[src/rtl/memory_stage.sv]
// Memory pipeline stage of the RISC-V core.
// Holds the EX/MEM and MEM/WB registers, steers byte lanes for loads and
// stores, and waits on a slow data memory with a bounded IDLE/WAIT handshake.
// Build option: define MEM_MISALIGN_TRAP_EN to trap misaligned halfword/word
// accesses instead of silently aligning them.
module memory_stage #(
  parameter int unsigned WAIT_MAX = 15
) (
  input  logic        clk,
  input  logic        rst_n,
  input  logic        RegWriteE,
  input  logic        MemWriteE,
  input  logic [1:0]  ResultSrcE,
  input  logic [2:0]  Funct3E,
  input  logic [4:0]  RdE,
  input  logic [31:0] ALUResultE,
  input  logic [31:0] WriteDataE,
  input  logic [31:0] PCPlus4E,
  output logic [31:0] ALUResultM,
  output logic [4:0]  RdM,
  output logic        RegWriteM,
  output logic        StallM,
  output logic        dmem_req,
  output logic        dmem_we,
  output logic [31:0] dmem_addr,
  output logic [31:0] dmem_wdata,
  output logic [3:0]  dmem_be,
  input  logic        dmem_ready,
  input  logic [31:0] dmem_rdata,
  output logic        RegWriteW,
  output logic [1:0]  ResultSrcW,
  output logic [4:0]  RdW,
  output logic [31:0] ALUResultW,
  output logic [31:0] ReadDataW,
  output logic [31:0] PCPlus4W,
  output logic        BusErrM,
  output logic        MisalignM
);

  localparam logic [0:0] S_IDLE = 1'b0;
  localparam logic [0:0] S_WAIT = 1'b1;
  localparam logic [7:0] CntLast = 8'(WAIT_MAX - 1);

  logic        regWriteM_q, memWriteM_q;
  logic [1:0]  resultSrcM_q;
  logic [2:0]  funct3M_q;
  logic [4:0]  rdM_q;
  logic [31:0] aluResultM_q, writeDataM_q, pcPlus4M_q;

  logic [0:0]  state_q, state_d;
  logic [7:0]  waitCnt_q, waitCnt_d;

  logic        regWriteW_q, regWriteW_d;
  logic [1:0]  resultSrcW_q;
  logic [4:0]  rdW_q;
  logic [31:0] aluResultW_q, readDataW_q, readDataW_d, pcPlus4W_q;

  logic        isAccess, badFunct3, sizeH, sizeW, trapMisalign;
  logic        memOp, timeout, stall, storeOp;
  logic [1:0]  offset, laneOffset;
  logic [3:0]  storeBe;
  logic [31:0] storeData;
  logic [15:0] laneHalf;

  // Classify the instruction in M and pick the byte lane it touches.
  always_comb begin
    isAccess  = memWriteM_q | (resultSrcM_q == 2'b01);
    badFunct3 = (funct3M_q == 3'b011) || (funct3M_q == 3'b110) || (funct3M_q == 3'b111);
    sizeH     = (funct3M_q[1:0] == 2'b01);
    sizeW     = (funct3M_q[1:0] == 2'b10);
    offset    = aluResultM_q[1:0];
`ifdef MEM_MISALIGN_TRAP_EN
    trapMisalign = isAccess & ~badFunct3 & ((sizeH & offset[0]) | (sizeW & (offset != 2'b00)));
    laneOffset   = offset;
`else
    trapMisalign = 1'b0;
    laneOffset   = sizeW ? 2'b00 : (sizeH ? {offset[1], 1'b0} : offset);
`endif
    memOp   = isAccess & ~badFunct3 & ~trapMisalign;
    storeOp = memOp & memWriteM_q;
    timeout = memOp & ~dmem_ready & (waitCnt_q == CntLast);
    stall   = memOp & ~dmem_ready & ~timeout;
  end

  // Store lane enables and replicated write data.
  always_comb begin
    storeBe   = 4'b1111;
    storeData = writeDataM_q;
    case (funct3M_q[1:0])
      2'b00: begin
        storeBe   = 4'b0001 << laneOffset;
        storeData = {4{writeDataM_q[7:0]}};
      end
      2'b01: begin
        storeBe   = 4'b0011 << {laneOffset[1], 1'b0};
        storeData = {2{writeDataM_q[15:0]}};
      end
      default: begin
        storeBe   = 4'b1111;
        storeData = writeDataM_q;
      end
    endcase
  end

  // Load data extraction with sign or zero extension.
  always_comb begin
    laneHalf    = 16'(dmem_rdata >> {laneOffset, 3'b000});
    readDataW_d = 32'h0;
    case (funct3M_q)
      3'b000:  readDataW_d = {{24{laneHalf[7]}}, laneHalf[7:0]};
      3'b001:  readDataW_d = {{16{laneHalf[15]}}, laneHalf};
      3'b010:  readDataW_d = dmem_rdata;
      3'b100:  readDataW_d = {24'h0, laneHalf[7:0]};
      3'b101:  readDataW_d = {16'h0, laneHalf};
      default: readDataW_d = 32'h0;
    endcase
    regWriteW_d = regWriteM_q & ~stall & ~timeout & ~trapMisalign & ~(isAccess & badFunct3);
  end

  // Wait-state FSM: any cycle still stalled moves to WAIT and counts, otherwise back to IDLE with a cleared counter.
  always_comb begin
    state_d   = state_q;
    waitCnt_d = waitCnt_q;
    if (stall) begin
      state_d   = S_WAIT;
      waitCnt_d = waitCnt_q + 8'd1;
    end else begin
      state_d   = S_IDLE;
      waitCnt_d = 8'd0;
    end
  end

  // FSM and wait counter state.
  always_ff @(posedge clk or negedge rst_n) begin
    if (!rst_n) begin
      state_q   <= S_IDLE;
      waitCnt_q <= 8'd0;
    end else begin
      state_q   <= state_d;
      waitCnt_q <= waitCnt_d;
    end
  end

  // EX/MEM register, frozen while the memory stage is busy.
  always_ff @(posedge clk or negedge rst_n) begin
    if (!rst_n) begin
      regWriteM_q  <= 1'b0;
      memWriteM_q  <= 1'b0;
      resultSrcM_q <= 2'b00;
      funct3M_q    <= 3'b000;
      rdM_q        <= 5'd0;
      aluResultM_q <= 32'h0;
      writeDataM_q <= 32'h0;
      pcPlus4M_q   <= 32'h0;
    end else if (!stall) begin
      regWriteM_q  <= RegWriteE;
      memWriteM_q  <= MemWriteE;
      resultSrcM_q <= ResultSrcE;
      funct3M_q    <= Funct3E;
      rdM_q        <= RdE;
      aluResultM_q <= ALUResultE;
      writeDataM_q <= WriteDataE;
      pcPlus4M_q   <= PCPlus4E;
    end
  end

  // MEM/WB register, loaded every cycle; a stall or failed access becomes a bubble.
  always_ff @(posedge clk or negedge rst_n) begin
    if (!rst_n) begin
      regWriteW_q  <= 1'b0;
      resultSrcW_q <= 2'b00;
      rdW_q        <= 5'd0;
      aluResultW_q <= 32'h0;
      readDataW_q  <= 32'h0;
      pcPlus4W_q   <= 32'h0;
    end else begin
      regWriteW_q  <= regWriteW_d;
      resultSrcW_q <= resultSrcM_q;
      rdW_q        <= rdM_q;
      aluResultW_q <= aluResultM_q;
      readDataW_q  <= readDataW_d;
      pcPlus4W_q   <= pcPlus4M_q;
    end
  end

  assign StallM     = stall;
  assign BusErrM    = timeout;
  assign MisalignM  = trapMisalign;
  assign dmem_req   = memOp;
  assign dmem_we    = storeOp;
  assign dmem_addr  = {aluResultM_q[31:2], 2'b00};
  assign dmem_be    = storeOp ? storeBe : 4'b0000;
  assign dmem_wdata = storeOp ? storeData : 32'h0;
  assign ALUResultM = aluResultM_q;
  assign RdM        = rdM_q;
  assign RegWriteM  = regWriteM_q;
  assign RegWriteW  = regWriteW_q;
  assign ResultSrcW = resultSrcW_q;
  assign RdW        = rdW_q;
  assign ALUResultW = aluResultW_q;
  assign ReadDataW  = readDataW_q;
  assign PCPlus4W   = pcPlus4W_q;

endmodule

[config.mk]
export PLATFORM = sky130hd
export DESIGN_NAME = memory_stage
export DESIGN_NICKNAME = d
export VERILOG_FILES = /design/src/rtl/memory_stage.sv
export SDC_FILE = /design/constraint.sdc
export NUM_CORES = 1
export LEC_CHECK = 0
export ABC_AREA = 1
export ABC_CLOCK_PERIOD_IN_PS = 4600
export CAP_MARGIN = 20
export CORE_ASPECT_RATIO = 1.25
export CORE_MARGIN = 8
export CORE_UTILIZATION = 46
export CTS_CLUSTER_DIAMETER = 100
export DETAILED_ROUTE_END_ITERATION = 8
export PLACE_DENSITY = 0.83
export SYNTH_ARGS = -nofsm -noshare
export SYNTH_HDL_FRONTEND = slang
export SYNTH_SLANG_ARGS = --single-unit
[constraint.sdc]
create_clock -name clk -period 4.6 [get_ports clk]
set_clock_uncertainty 0.05 [all_clocks]
set_input_delay 0.69 -clock clk [delete_from_list [all_inputs] [get_ports clk]]
set_output_delay 0.69 -clock clk [all_outputs]
set_load 0.02 [all_outputs]
Word-level counts from Yosys, hierarchy flattened
Index checks and enable logic that the tools add are counted.
{ "totals": {"regBits": 220, "latchBits": 0, "ram_bits": 0, "romBits": 0, "in_bits": 143, "output_inout_bits": 215, "word_cells": 57, "n_memories": 0} }
{ "classes": {"addsub": 1, "n_mul": 0, "div": 0, "n_lt_le_gt_ge": 0, "eq_ne": 11, "shift": 3, "n_mux": 8, "bitwise": 15, "n_reduce_logical": 4} }
{ "ops": {"columns": ["operator", "count"], "rows": [
  ["$pmux W32 S5", 1],
  ["$pmux W32 S2", 1],
  ["$mux W32", 1],
  ["$shr A32 B5 Y16", 1],
  ["$eq A3 B3 Y1 const B", 4],
  ["$and A1 B1 Y1", 9],
  ["$add A8 B1 Y8 const B", 1],
  ["$eq A8 B4 Y1 const B", 1],
  ["$mux W8", 1],
  ["$pmux W4 S2", 1],
  ["$eq A3 B2 Y1 const B", 2],
  ["$not A1 Y1", 5],
  ["$eq A2 B1 Y1 const B", 2],
  ["$mux W4", 1],
  ["$shl A1 B2 Y4 const A", 1],
  ["$shl A2 B2 Y4 const A", 1],
  ["$eq A3 B1 Y1 const B", 1],
  ["$logic_not A3 Y1", 1],
  ["$eq A2 B2 Y1 const B", 1],
  ["$logic_not A2 Y1", 1],
  ["$logic_or A1 B1 Y1", 2],
  ["$mux W2", 1],
  ["$mux W1", 1],
  ["$or A1 B1 Y1", 1]
]} }

Longest topological paths before layout
{ "depth": {"depth_word": 13, "ltp_mapped": 12, "mapped_depth_nobuf": 9} }

Worst setup path before layout
No wires, ideal clock.
{ "synth_path": {"kind": "register to output", "from": "reg funct3M_q[1]", "to": "out dmem_wdata[24]", "arrival_time_ns": 1.710, "t_required_ns": 3.860, "slack_ns": 2.150, "stages_incl_launch_ff": 8, "path_buffers": 2, "path_cell_list": "dfrtp_1 buf_4 inv_2 a21oi_4 nor2_1 buf_2 o21ai_0 a221oi_1"} }
{ "synth_via": {"elab_chain_cells": 7, "elab_cells_between_ends": 12, "cone_classes": "4 x eq/ne; 2 x mux; 3 x bitwise; 3 x reduce/logical"} }
{ "synth_rtl": {"columns": ["item", "line", "rtl"], "rows": [
  ["start: declaration", "46", "logic [2:0] funct3M_q;"],
  ["start signal: assignment", "159", "funct3M_q <= Funct3E;"],
  ["$eq A3 B2 Y1 / $eq A3 B3 Y1 (equally long branches)", "68", "badFunct3 = (funct3M_q == 3'b011) || (funct3M_q == 3'b110) || (funct3M_q == 3'b111);"],
  ["$logic_or A1 B1 Y1", "68", null],
  ["$logic_or A1 B1 Y1 *", "68", null],
  ["$not A1 Y1 *", "79", "memOp = isAccess & ~badFunct3 & ~trapMisalign;"],
  ["$and A1 B1 Y1 *", "79", null],
  ["$and A1 B1 Y1 *", "80", "storeOp = memOp & memWriteM_q;"],
  ["named net dmem_we", "24", "output logic dmem_we,"],
  ["$mux W32 *", "193", "assign dmem_wdata = storeOp ? storeData : 32'h0;"],
  ["end: declaration", "26", "output logic [31:0] dmem_wdata,"]
]} }
The timed path passes the listed nets; every way through them passes the cells marked *.

Worst setup path after layout
{ "layout_path": {"from": "reg funct3M_q[1]", "to": "out dmem_be[0]"} }
{ "layout_via": {"elab_chain_cells": 7, "elab_cells_between_ends": 17, "cone_classes": "5 x eq/ne; 2 x shift; 4 x mux; 3 x bitwise; 3 x reduce/logical"} }
{ "layout_rtl": {"columns": ["item", "line", "rtl"], "rows": [
  ["parallel branches: the longest is 6 deep, another holds $shl A1 B2 Y4", null, null],
  ["$mux W4 *", "192", "assign dmem_be = storeOp ? storeBe : 4'b0000;"],
  ["end: declaration", "27", "output logic [3:0] dmem_be,"]
]} }
Mark *: on every way between the ends.

==> impl_metrics.tcl <==
set metrics [dict create \
    setup_viol 0 \
    fin_tns_setup_ns 0 \
    p_total_mw 6.43 \
    yosysWarnings 0 \
    finalHoldViolations 0 \
    synth_seq_area_share 0.646 \
    fin_util 0.702 \
    vias 7279 \
    cts_hold_buf 0 \
    syn2layout_area_growth_pct 49.6 \
    grt_max_degree 125 \
    drive_gt1_frac 0.0495 \
    finalCritPeriodShare 0.942 \
    wirelength_um 28000 \
    rr_endpoint "ALUResultM[24]" \
    synth_seq_cells 220 \
    rows 55 \
    fin_area_um2 12800 \
    first_iter_violations 385 \
    cts.path.max_buffers 3 \
    outcome "complete, no violations" \
    cts-root-buf "clkbuf_16" \
    synth-adder-area-share 0.00294 \
    cts_buffers 22 \
    antenna_found_initial 2 \
    r2r_slack_ns 1.93 \
    fp.dieW_um 138 \
    hpwlAfterDp_um 20700 \
    cts_sinks 220 \
    synth_area_um2 8520 \
    cap_violations 0 \
    cp_max_fo 17 \
    yosys.area_share.simple 0.198 \
    p_per_area_nw_per_um2 504 \
    synth.distinct_cells 30 \
    cts_tree "yes" \
    pre_cts_slack_ns 0.797 \
    r2r_start "funct3M_q[1]" \
    clkLatencyLatePin_ns 0.51 \
    crit_path_end_kind "output port" \
    drc 0 \
    grtUsageTotal 0.236 \
    worstSetupPathType "register to output port" \
    ctsHtreeMaxLevel 1 \
    syn_avg_cell_area_um2 9.65 \
    first_global_vias 7699 \
    dieArea_um2 23200 \
    place_inst 1401 \
    cp.required_ns 3.86 \
    antenna_left 0 \
    core_area_um2 18200 \
    drv_slew 0 \
    dieHeight_um 168 \
    critPathArrivalTime_ns 3.59 \
    synthMuxAreaShare 0 \
    post_dp_cell_area_um2 11900 \
    layout_common_cells "353 x clkdlybuf4s50_1, 319 x nand2_1, 220 x dfrtp_1" \
    setup_slack_ns 0.268 \
    ctsResizeCount 0 \
    ios 358 \
    synth-compound-area-share 0.0655 \
    path_clk_slew_ns 0.06 \
    tightest_slew_ns 0.963 \
    hold_class "primary input to async pin" \
    via_per_inst 5.05 \
    rsz0062_at_grt "no" \
    reg2regPathDepth 10 \
    min_period_ns 4.33 \
    synth_top_family_by_area "simple AND/OR/NAND/NOR gates" \
    relSlewSlack 0.358 \
    routabilityCongestion 0.881 \
    drtPass1Iterations 5 \
    synth_xor_area_frac 0.00103 \
    ir_drop_mv 0.337 \
    worst_hold_slack_ns 0.209 \
    layout_commonest_cell "clkdlybuf4s50_1" \
    fill_cells 1351 \
    portBuffers 354 \
    start_kind "register" \
    initial_core_util 0.469 \
    fmax_mhz 231 \
    post-cts-setup-buffer-count 0 \
    wl_per_cell_um 19.4 \
    instances_no_fill 1442 \
    synthCells 883 \
    power_leakage_nw 6.07 \
    fin_nets 1342 \
    grt_overflow_total 0 \
    grt_pass1_wl_um 42700 \
]
==> Yosys cell counts <==
master	count	area, um2
nor2_4	1	11.3
inv_1	64	240
clkinv_1	1	3.75
buf_4	39	293
nor2_1	48	180
o21ai_0	51	255
o221a_2	1	11.3
a21oi_1	26	130
nand3_2	1	10.0
nor2_2	2	12.5
nor3b_1	1	7.51
nor3_1	4	20.0
buf_6	6	67.6
clkbuf_1	10	37.5
xnor2_1	1	8.76
o221ai_1	7	61.3
a221oi_1	8	70.1
inv_4	1	6.26
dfrtp_1	220	5510
inv_2	3	11.3
a211oi_1	1	7.51
ha_1	2	25.0
nand2_2	6	37.5
nand3_1	37	185
nand4_1	3	18.8
buf_2	16	80.1
a31oi_1	1	6.26
a21oi_4	1	16.3
nand2_1	320	1200
conb_1	1	3.75
==> worst max-delay path by stage <==
stage,from,end,cells past startpoint
detailed placement,funct3M_q[1],dmem_be[0],6
CTS,funct3M_q[1],dmem_wdata[23],6
global route,funct3M_q[1],dmem_wdata[20],6
floorplan,funct3M_q[1],dmem_wdata[24],7
finish,funct3M_q[1],dmem_be[0],6
global placement,funct3M_q[1],dmem_wdata[23],6
==> sequential cells by signal, indices dropped and copies added (netlist names) <==
name,flops
writeDataM_q,32
ALUResultM,32
ReadDataW,32
RdW,5
RegWriteW,1
PCPlus4W,32
RdM,5
ALUResultW,32
RegWriteM,1
memWriteM_q,1
ResultSrcW,2
resultSrcM_q,2
funct3M_q,3
pcPlus4M_q,32
waitCnt_q,8
==> critical path, stage by stage, from the launching register on <==
cell	delay [ns]
dfrtp_1	0.38
inv_2	0.21
a21oi_4	0.08
nor2_1	0.61
clkinv_1	0.78
nor2_1	0.35
clkdlybuf4s50_1	0.66
==> area by class of cell <==
| cell class | count | area (um2) | area share |
|---|---|---|---|
| Clock inverter | 11 | 191 | 0.0150 |
| Multi-Input combinational cell | 525 | 2290 | 0.180 |
| Antenna cell | 1 | 2.50 | 0.000196 |
| Timing Repair Buffer | 359 | 3600 | 0.282 |
| Sequential cell | 220 | 5510 | 0.432 |
| Inverter | 69 | 262 | 0.0205 |
| Clock buffer | 29 | 617 | 0.0484 |
| Tap cell | 228 | 285 | 0.0224 |
==> routing by layer <==
metal,GRT usage,part of all wire
met1,0.260,0.35
met2,0.411,0.50
met3,0.0718,0.11
met4,0.0951,0.036
met5,0,0.00029
==> cell families (layout without fill, tap and decap cells) <==
logic type      Yosys count  count (layout)
fa+ha+maj                 2               2
simple gates            423             423
buf+inv                 140             468
compound gates           96              96
other cells               1               4
xor+xnor                  1               1
flops                   220             220
==> where the power goes <==
group | switching [mW] | total (mW) | internal [mW]
registers | 0.174 | 2.45 | 2.28
clock network | 0.743 | 1.97 | 1.23
logic | 1.15 | 2.01 | 0.855
Power figures use the tool's default switching activity.
